`config.mk`:
```
export PLATFORM = sky130hd
export DESIGN_NAME = hazard_ctrl
export DESIGN_NICKNAME = d
export VERILOG_FILES = /design/src/rtl/hazard_ctrl.sv
export SDC_FILE = /design/constraint.sdc
export NUM_CORES = 1
export LEC_CHECK = 0
export BUFFER_PORTS_ARGS = -buffer_cell sky130_fd_sc_hd__clkbuf_2
export CAP_MARGIN = 20
export CORE_MARGIN = 2
export CORE_UTILIZATION = 25
export CTS_CLUSTER_SIZE = 16
export DETAILED_ROUTE_END_ITERATION = 10
export SYNTH_ARGS = -nofsm -noshare
export SYNTH_HDL_FRONTEND = slang
export SYNTH_SLANG_ARGS = --single-unit
```
`constraint.sdc`:
```
create_clock -name clk -period 3.1 [get_ports clk]
set_input_delay 0.155 -clock clk [delete_from_list [all_inputs] [get_ports clk]]
set_output_delay 0.155 -clock clk [all_outputs]
set_load 0.005 [all_outputs]
```
`src/rtl/hazard_ctrl.sv`:
```
// Decode-side hazard scheduler: operand forwarding, load-use stall, jump flush and
// multi-cycle memory wait sequencing. Optional perf counters under HAZARD_PERF_EN.
module hazard_ctrl #(
  parameter int FLUSH_CYCLES = 2,
  parameter int MEM_TIMEOUT  = 64,
  parameter int CNT_W        = 32
) (
  input  logic             clk,
  input  logic             rst_n,
  input  logic             id_valid_i,
  input  logic [4:0]       id_rs1_addr_i,
  input  logic [4:0]       id_rs2_addr_i,
  input  logic             id_use_rs1_i,
  input  logic             id_use_rs2_i,
  input  logic             ex_wb_en_i,
  input  logic [4:0]       ex_wb_addr_i,
  input  logic             ex_is_load_i,
  input  logic             wb_wb_en_i,
  input  logic [4:0]       wb_wb_addr_i,
  input  logic             jump_taken_i,
  input  logic             mem_req_i,
  input  logic             mem_ack_i,
  output logic             pc_stall_o,
  output logic             if_id_stall_o,
  output logic             if_id_flush_o,
  output logic             id_ex_bubble_o,
  output logic             ex_stall_o,
  output logic [1:0]       fwd_a_o,
  output logic [1:0]       fwd_b_o,
  output logic             mem_timeout_o
`ifdef HAZARD_PERF_EN
  ,
  output logic [CNT_W-1:0] perf_stall_cnt_o,
  output logic [CNT_W-1:0] perf_flush_cnt_o
`endif
);

  localparam int TMO_W = $clog2(MEM_TIMEOUT);
  localparam logic [TMO_W-1:0] TMO_LAST = TMO_W'(MEM_TIMEOUT - 1);

  typedef enum logic [1:0] {ST_RUN, ST_FLUSH, ST_MEM_WAIT} state_e;

  state_e           state_q, state_d;
  logic [1:0]       fcnt_q, fcnt_d;
  logic [TMO_W-1:0] tmo_q, tmo_d;
  logic             jump_pend_q, jump_pend_d;
  logic [1:0]       hold_a_q, hold_a_d, hold_b_q, hold_b_d;

  logic [1:0] fwd_a_raw, fwd_b_raw, fwd_a_c, fwd_b_c;
  logic       load_use, mem_busy, tmo_hit;
  logic       pc_stall_c, if_id_stall_c, if_id_flush_c, id_ex_bubble_c, ex_stall_c, tmo_c;

  function automatic logic [1:0] fwd_sel(input logic [4:0] rs, input logic ex_en,
                                         input logic [4:0] ex_rd, input logic ex_ld,
                                         input logic wb_en, input logic [4:0] wb_rd);
    if (ex_en && !ex_ld && rs != 5'd0 && ex_rd == rs) return 2'b01;
    else if (wb_en && rs != 5'd0 && wb_rd == rs)     return 2'b10;
    else                                             return 2'b00;
  endfunction

  assign fwd_a_raw = fwd_sel(id_rs1_addr_i, ex_wb_en_i, ex_wb_addr_i, ex_is_load_i,
                             wb_wb_en_i, wb_wb_addr_i);
  assign fwd_b_raw = fwd_sel(id_rs2_addr_i, ex_wb_en_i, ex_wb_addr_i, ex_is_load_i,
                             wb_wb_en_i, wb_wb_addr_i);

  assign load_use = id_valid_i && ex_is_load_i && ex_wb_en_i && (ex_wb_addr_i != 5'd0) &&
                    ((id_use_rs1_i && id_rs1_addr_i == ex_wb_addr_i) ||
                     (id_use_rs2_i && id_rs2_addr_i == ex_wb_addr_i));
  assign mem_busy = mem_req_i && !mem_ack_i;
  assign tmo_hit  = (state_q == ST_MEM_WAIT) && !mem_ack_i && (tmo_q == TMO_LAST);

  always_comb begin
    state_d        = state_q;
    fcnt_d         = fcnt_q;
    tmo_d          = tmo_q;
    jump_pend_d    = jump_pend_q;
    hold_a_d       = fwd_a_raw;
    hold_b_d       = fwd_b_raw;
    fwd_a_c        = fwd_a_raw;
    fwd_b_c        = fwd_b_raw;
    pc_stall_c     = 1'b0;
    if_id_stall_c  = 1'b0;
    if_id_flush_c  = 1'b0;
    id_ex_bubble_c = 1'b0;
    ex_stall_c     = 1'b0;
    tmo_c          = 1'b0;
    case (state_q)
      ST_RUN: begin
        if (mem_busy) begin
          pc_stall_c    = 1'b1;
          if_id_stall_c = 1'b1;
          ex_stall_c    = 1'b1;
          state_d       = ST_MEM_WAIT;
          tmo_d         = '0;
          jump_pend_d   = jump_taken_i;
        end else if (jump_taken_i) begin
          if_id_flush_c  = 1'b1;
          id_ex_bubble_c = 1'b1;
          if (FLUSH_CYCLES > 1) begin
            state_d = ST_FLUSH;
            fcnt_d  = 2'(FLUSH_CYCLES - 1);
          end
        end else if (load_use) begin
          pc_stall_c     = 1'b1;
          if_id_stall_c  = 1'b1;
          id_ex_bubble_c = 1'b1;
        end
      end
      ST_FLUSH: begin
        if_id_flush_c  = 1'b1;
        id_ex_bubble_c = 1'b1;
        if (jump_taken_i) begin
          fcnt_d = 2'(FLUSH_CYCLES - 1);
        end else if (fcnt_q == 2'd1) begin
          fcnt_d  = 2'd0;
          state_d = ST_RUN;
        end else begin
          fcnt_d = fcnt_q - 2'd1;
        end
      end
      ST_MEM_WAIT: begin
        // Forward selects stay as captured when the access started.
        fwd_a_c  = hold_a_q;
        fwd_b_c  = hold_b_q;
        hold_a_d = hold_a_q;
        hold_b_d = hold_b_q;
        if (!mem_ack_i) begin
          pc_stall_c    = 1'b1;
          if_id_stall_c = 1'b1;
          ex_stall_c    = 1'b1;
          tmo_d         = tmo_q + 1'b1;
        end
        tmo_c = tmo_hit;
        // A timeout is treated as completion, including release of a pending jump.
        if (mem_ack_i || tmo_hit) begin
          tmo_d       = '0;
          jump_pend_d = 1'b0;
          if (jump_pend_q) begin
            state_d = ST_FLUSH;
            fcnt_d  = 2'(FLUSH_CYCLES);
          end else begin
            state_d = ST_RUN;
          end
        end
      end
      default: state_d = ST_RUN;
    endcase
  end

  always_ff @(posedge clk or negedge rst_n) begin
    if (!rst_n) begin
      state_q     <= ST_RUN;
      fcnt_q      <= '0;
      tmo_q       <= '0;
      jump_pend_q <= 1'b0;
      hold_a_q    <= '0;
      hold_b_q    <= '0;
    end else begin
      state_q     <= state_d;
      fcnt_q      <= fcnt_d;
      tmo_q       <= tmo_d;
      jump_pend_q <= jump_pend_d;
      hold_a_q    <= hold_a_d;
      hold_b_q    <= hold_b_d;
    end
  end

  // Outputs are combinational, so they are forced low while reset is held.
  assign pc_stall_o     = rst_n & pc_stall_c;
  assign if_id_stall_o  = rst_n & if_id_stall_c;
  assign if_id_flush_o  = rst_n & if_id_flush_c;
  assign id_ex_bubble_o = rst_n & id_ex_bubble_c;
  assign ex_stall_o     = rst_n & ex_stall_c;
  assign fwd_a_o        = {2{rst_n}} & fwd_a_c;
  assign fwd_b_o        = {2{rst_n}} & fwd_b_c;
  assign mem_timeout_o  = rst_n & tmo_c;

`ifdef HAZARD_PERF_EN
  logic [CNT_W-1:0] stall_cnt_q, flush_cnt_q;
  logic             jump_accept;

  assign jump_accept = ((state_q == ST_RUN) && !mem_busy && jump_taken_i) ||
                       ((state_q == ST_FLUSH) && jump_taken_i) ||
                       ((state_q == ST_MEM_WAIT) && (mem_ack_i || tmo_hit) && jump_pend_q);

  always_ff @(posedge clk or negedge rst_n) begin
    if (!rst_n) begin
      stall_cnt_q <= '0;
      flush_cnt_q <= '0;
    end else begin
      if (pc_stall_c)  stall_cnt_q <= stall_cnt_q + 1'b1;
      if (jump_accept) flush_cnt_q <= flush_cnt_q + 1'b1;
    end
  end

  assign perf_stall_cnt_o = stall_cnt_q;
  assign perf_flush_cnt_o = flush_cnt_q;
`endif

endmodule

```
==> flow_metrics.env <==
export IMPL_max_freq_ghz=0.454
export IMPL_avgSynthCellArea_um2=8.35
export IMPL_n_antenna_cell=0
export IMPL_drv_cap=0
export IMPL_synth_cell_type_count=37
export IMPL_power_leakage_nw=0.725
export IMPL_synth_edff_count=0
export IMPL_fin_skew_ns=0.00375
export IMPL_min_path_type="input port to flop"
export IMPL_hold_viol=0
export IMPL_cts_tree="yes"
export IMPL_peakVddDrop_mv=0.206
export IMPL_avgRoutedWirePerCell_um=11.9
export IMPL_regArea_um2=375
export IMPL_die_area_um2=5380
export IMPL_cts_sinks=15
export IMPL_fin_crit_sh_pct=71.1
export IMPL_power_mw=0.794
export IMPL_p_per_area_nw_per_um2=523
export IMPL_synth_fp_nets=180
export IMPL_relSlewSlack_pct=45.8
export IMPL_ys_top_cells_by_count="15 x dfrtp_1, 13 x xor2_1, 12 x nor2_1, 11 x inv_1, 11 x nand2_1"
export IMPL_clockBufferDepth=2
export IMPL_worstSetupPathType="flop to primary output"
export IMPL_drive_gt1_share_pct=25.7
export IMPL_async_reset_ff_share_pct=100
export IMPL_yosysTopAreaCell="dfrtp_1"
export IMPL_fillers=514
export IMPL_globalplace_congestion=0.822
export IMPL_num_io_pins=41
export IMPL_num_vias=1160
export IMPL_cp_start_kind="flop"
export IMPL_die_y_um=73.4
export IMPL_crit_slowest_cell="ha_1"
export IMPL_grt_start_max_net_pins=23
export IMPL_cpPeakStageDelay_ns=0.44
export IMPL_cts_buffers_inserted=3
export IMPL_cp_cell_sequence="inv_1 -> ha_1 -> nand2b_1 -> a221oi_1 -> nor2b_1 -> a32o_1 -> and2_1 -> clkbuf_2"
export IMPL_dieWidth_um=73.4
export IMPL_totalWireLength_um=2860
export IMPL_arrival_ns=2.05
export IMPL_dp_cells=236
export IMPL_crit_fanout=14
export IMPL_crit_buf_inv=2
export IMPL_rsz0062_at_grt="no"
export IMPL_grt_total_usage_pct=11.3
export IMPL_drv_slew=0
export IMPL_first_global_vias=1126
export IMPL_avgViaCountPerCell=4.81
export IMPL_nets=224
export IMPL_grt_pass1_wl_um=4770
export IMPL_finalNonFillerCells=241
export IMPL_ys_seq_area_share_pct=31.2
export IMPL_post_synth_top_count_cell="dfrtp_1"
export IMPL_status="finished, final reports clean"
export IMPL_worstPathRequired_ns=2.94
export IMPL_core_um2=4690
export IMPL_syn_area_um2=1200
export IMPL_cts_root_buf="clkbuf_8"
export IMPL_synth_area_leaders="dfrtp_1 31%, xor2_1 9.5%, ha_1 5.2%"
export IMPL_initial_core_util_pct=25.6
export IMPL_io_buffers=40
export IMPL_syn2layout_area_growth_pct=26.2
export IMPL_clk_pin_slew_worst_paths_ns=0.06
export IMPL_remaining_drc_errors=0
export IMPL_setup_tns_ns=0
export IMPL_ys_seq_elements=15
export IMPL_syn_inst=144
export IMPL_synth_top_area_share_pct=31.2
export IMPL_rows=25
export IMPL_cp_top_family="simple AND/OR/NAND/NOR gates"
export IMPL_worst_pin_slew_ns=0.813
export IMPL_ant_nets=0
export IMPL_critPathCaptureType="primary output"
export IMPL_whs_ns=0.275
export IMPL_clkLatencyLatePin_ns=0.24
export IMPL_multi_input_area_um2=771
export IMPL_antenna_found_initial=0
export IMPL_synth_ff_type="dfrtp_1"
export IMPL_dpl_hpwl_um=2380
export IMPL_cts_setup_buffers=0
export IMPL_min_period_ns=2.20
export IMPL_cts_max_level=1
export IMPL_grt_overflow=0
export IMPL_ys_warn_count=0
export IMPL_firstDrtPassIters=4
export IMPL_setup_viol=0
export IMPL_initialDrtViolationCount=21
==> worst min-delay path, stage by stage <==
cell	delay, ns
clkbuf_2	0.11
inv_1	0.11
o31ai_1	0.09
==> per-stage QoR <==
| step | util [%] | setup slack (ns) | instance area, um2 |
|---|---|---|---|
| 5_1_grt | 32.3 | 0.701 | 1520 |
| 4_1_cts | 32.3 | 0.873 | 1520 |
| 3_3_place_gp | 31.2 | 1.11 | 1460 |
| 6_report | 32.3 | 0.896 | 1520 |
| 2_1_floorplan | - | 1.46 | 1200 |
| 3_5_place_dp | 31.2 | 1.03 | 1460 |
==> worst paths after layout <==
kind | startpoint | endpoint | slack (ns) | cells after the start
max | state_q[0]$_DFFE_PN0P_ | fwd_b_o[1] | 0.90 | 8
min | jump_taken_i | jump_pend_q$_DFFE_PN0P_ | 0.28 | 3
max reg2reg | state_q[0]$_DFFE_PN0P_ | fcnt_q[0]$_DFFE_PN0P_ | 1.02 | 6
min reg2reg | hold_b_q[0]$_DFF_PN0_ | hold_b_q[0]$_DFF_PN0_ | 0.49 | 2
max in group asynchronous | rst_n | state_q[1]$_DFFE_PN0P_ | 2.47 | 3
min in group asynchronous | rst_n | tmo_q[4]$_DFFE_PN0P_ | 0.41 | 3
==> cell families after synthesis <==
group	count (synthesis)	share of synthesized area, %
AO/OA/AOI/OAI	30	16.0
XOR/XNOR	19	13.8
adder cells (fa/ha/maj)	5	5.20
buffers and inverters	14	4.68
flip-flops	15	31.2
multiplexers	3	2.81
AND/OR/NAND/NOR	58	26.2
==> cell type report <==
| cell class | instances | share of cell area [%] |
|---|---|---|
| inverter | 11 | 2.72 |
| tap | 54 | 4.45 |
| clock buffer | 4 | 2.97 |
| timing repair buffer | 42 | 14.3 |
| sequential | 15 | 24.7 |
| multi-input combinational | 115 | 50.8 |
==> registers in the layout, indices dropped and copies added, names as in the netlist <==
signal and flops:
jump_pend_q 1, fcnt_q 2, hold_b_q 2, state_q 2
tmo_q 6, hold_a_q 2
==> cells in the final DEF, fill, tap and decap left out, types with 2 or more instances in the layout <==
master / instances
nor4_1: 2
nand2_1: 11
clkbuf_2: 40
a21oi_1: 5
a32o_1: 2
nand3_1: 2
o21ai_0: 10
nor2b_1: 3
nand2b_1: 6
clkbuf_8: 3
and2_1: 4
inv_1: 11
or4_1: 3
o31ai_1: 2
nor3_1: 6
dfrtp_1: 15
a31oi_1: 2
xnor2_1: 6
xor2_1: 13
o32ai_1: 2
mux2_2: 3
ha_1: 5
and4_1: 2
or3_1: 2
nor2_1: 12
==> what timing repair did <==
action	4_1_cts	5_1_grt
hold endpoints to repair	15	0
resized for setup	0	0
hold buffers	1	0
==> routing by layer <==
metal | track usage [%] | part of all wire, % | up-vias
met5 | 0 | 0 | -
met4 | 3.64 | 1.9 | 0
met3 | 2.47 | 3.8 | 6
met2 | 18.6 | 48 | 24
met1 | 14.6 | 47 | 533
li1 | - | - | 597
==> power by group <==
group | switching [mW] | total [mW] | leakage (nW) | internal, mW
registers | 0.0232 | 0.254 | 0.201 | 0.231
clock network | 0.0623 | 0.153 | 0.0228 | 0.0907
logic | 0.213 | 0.387 | 0.501 | 0.174
total | 0.298 | 0.794 | 0.725 | 0.495
Power figures use the tool's default switching activity.
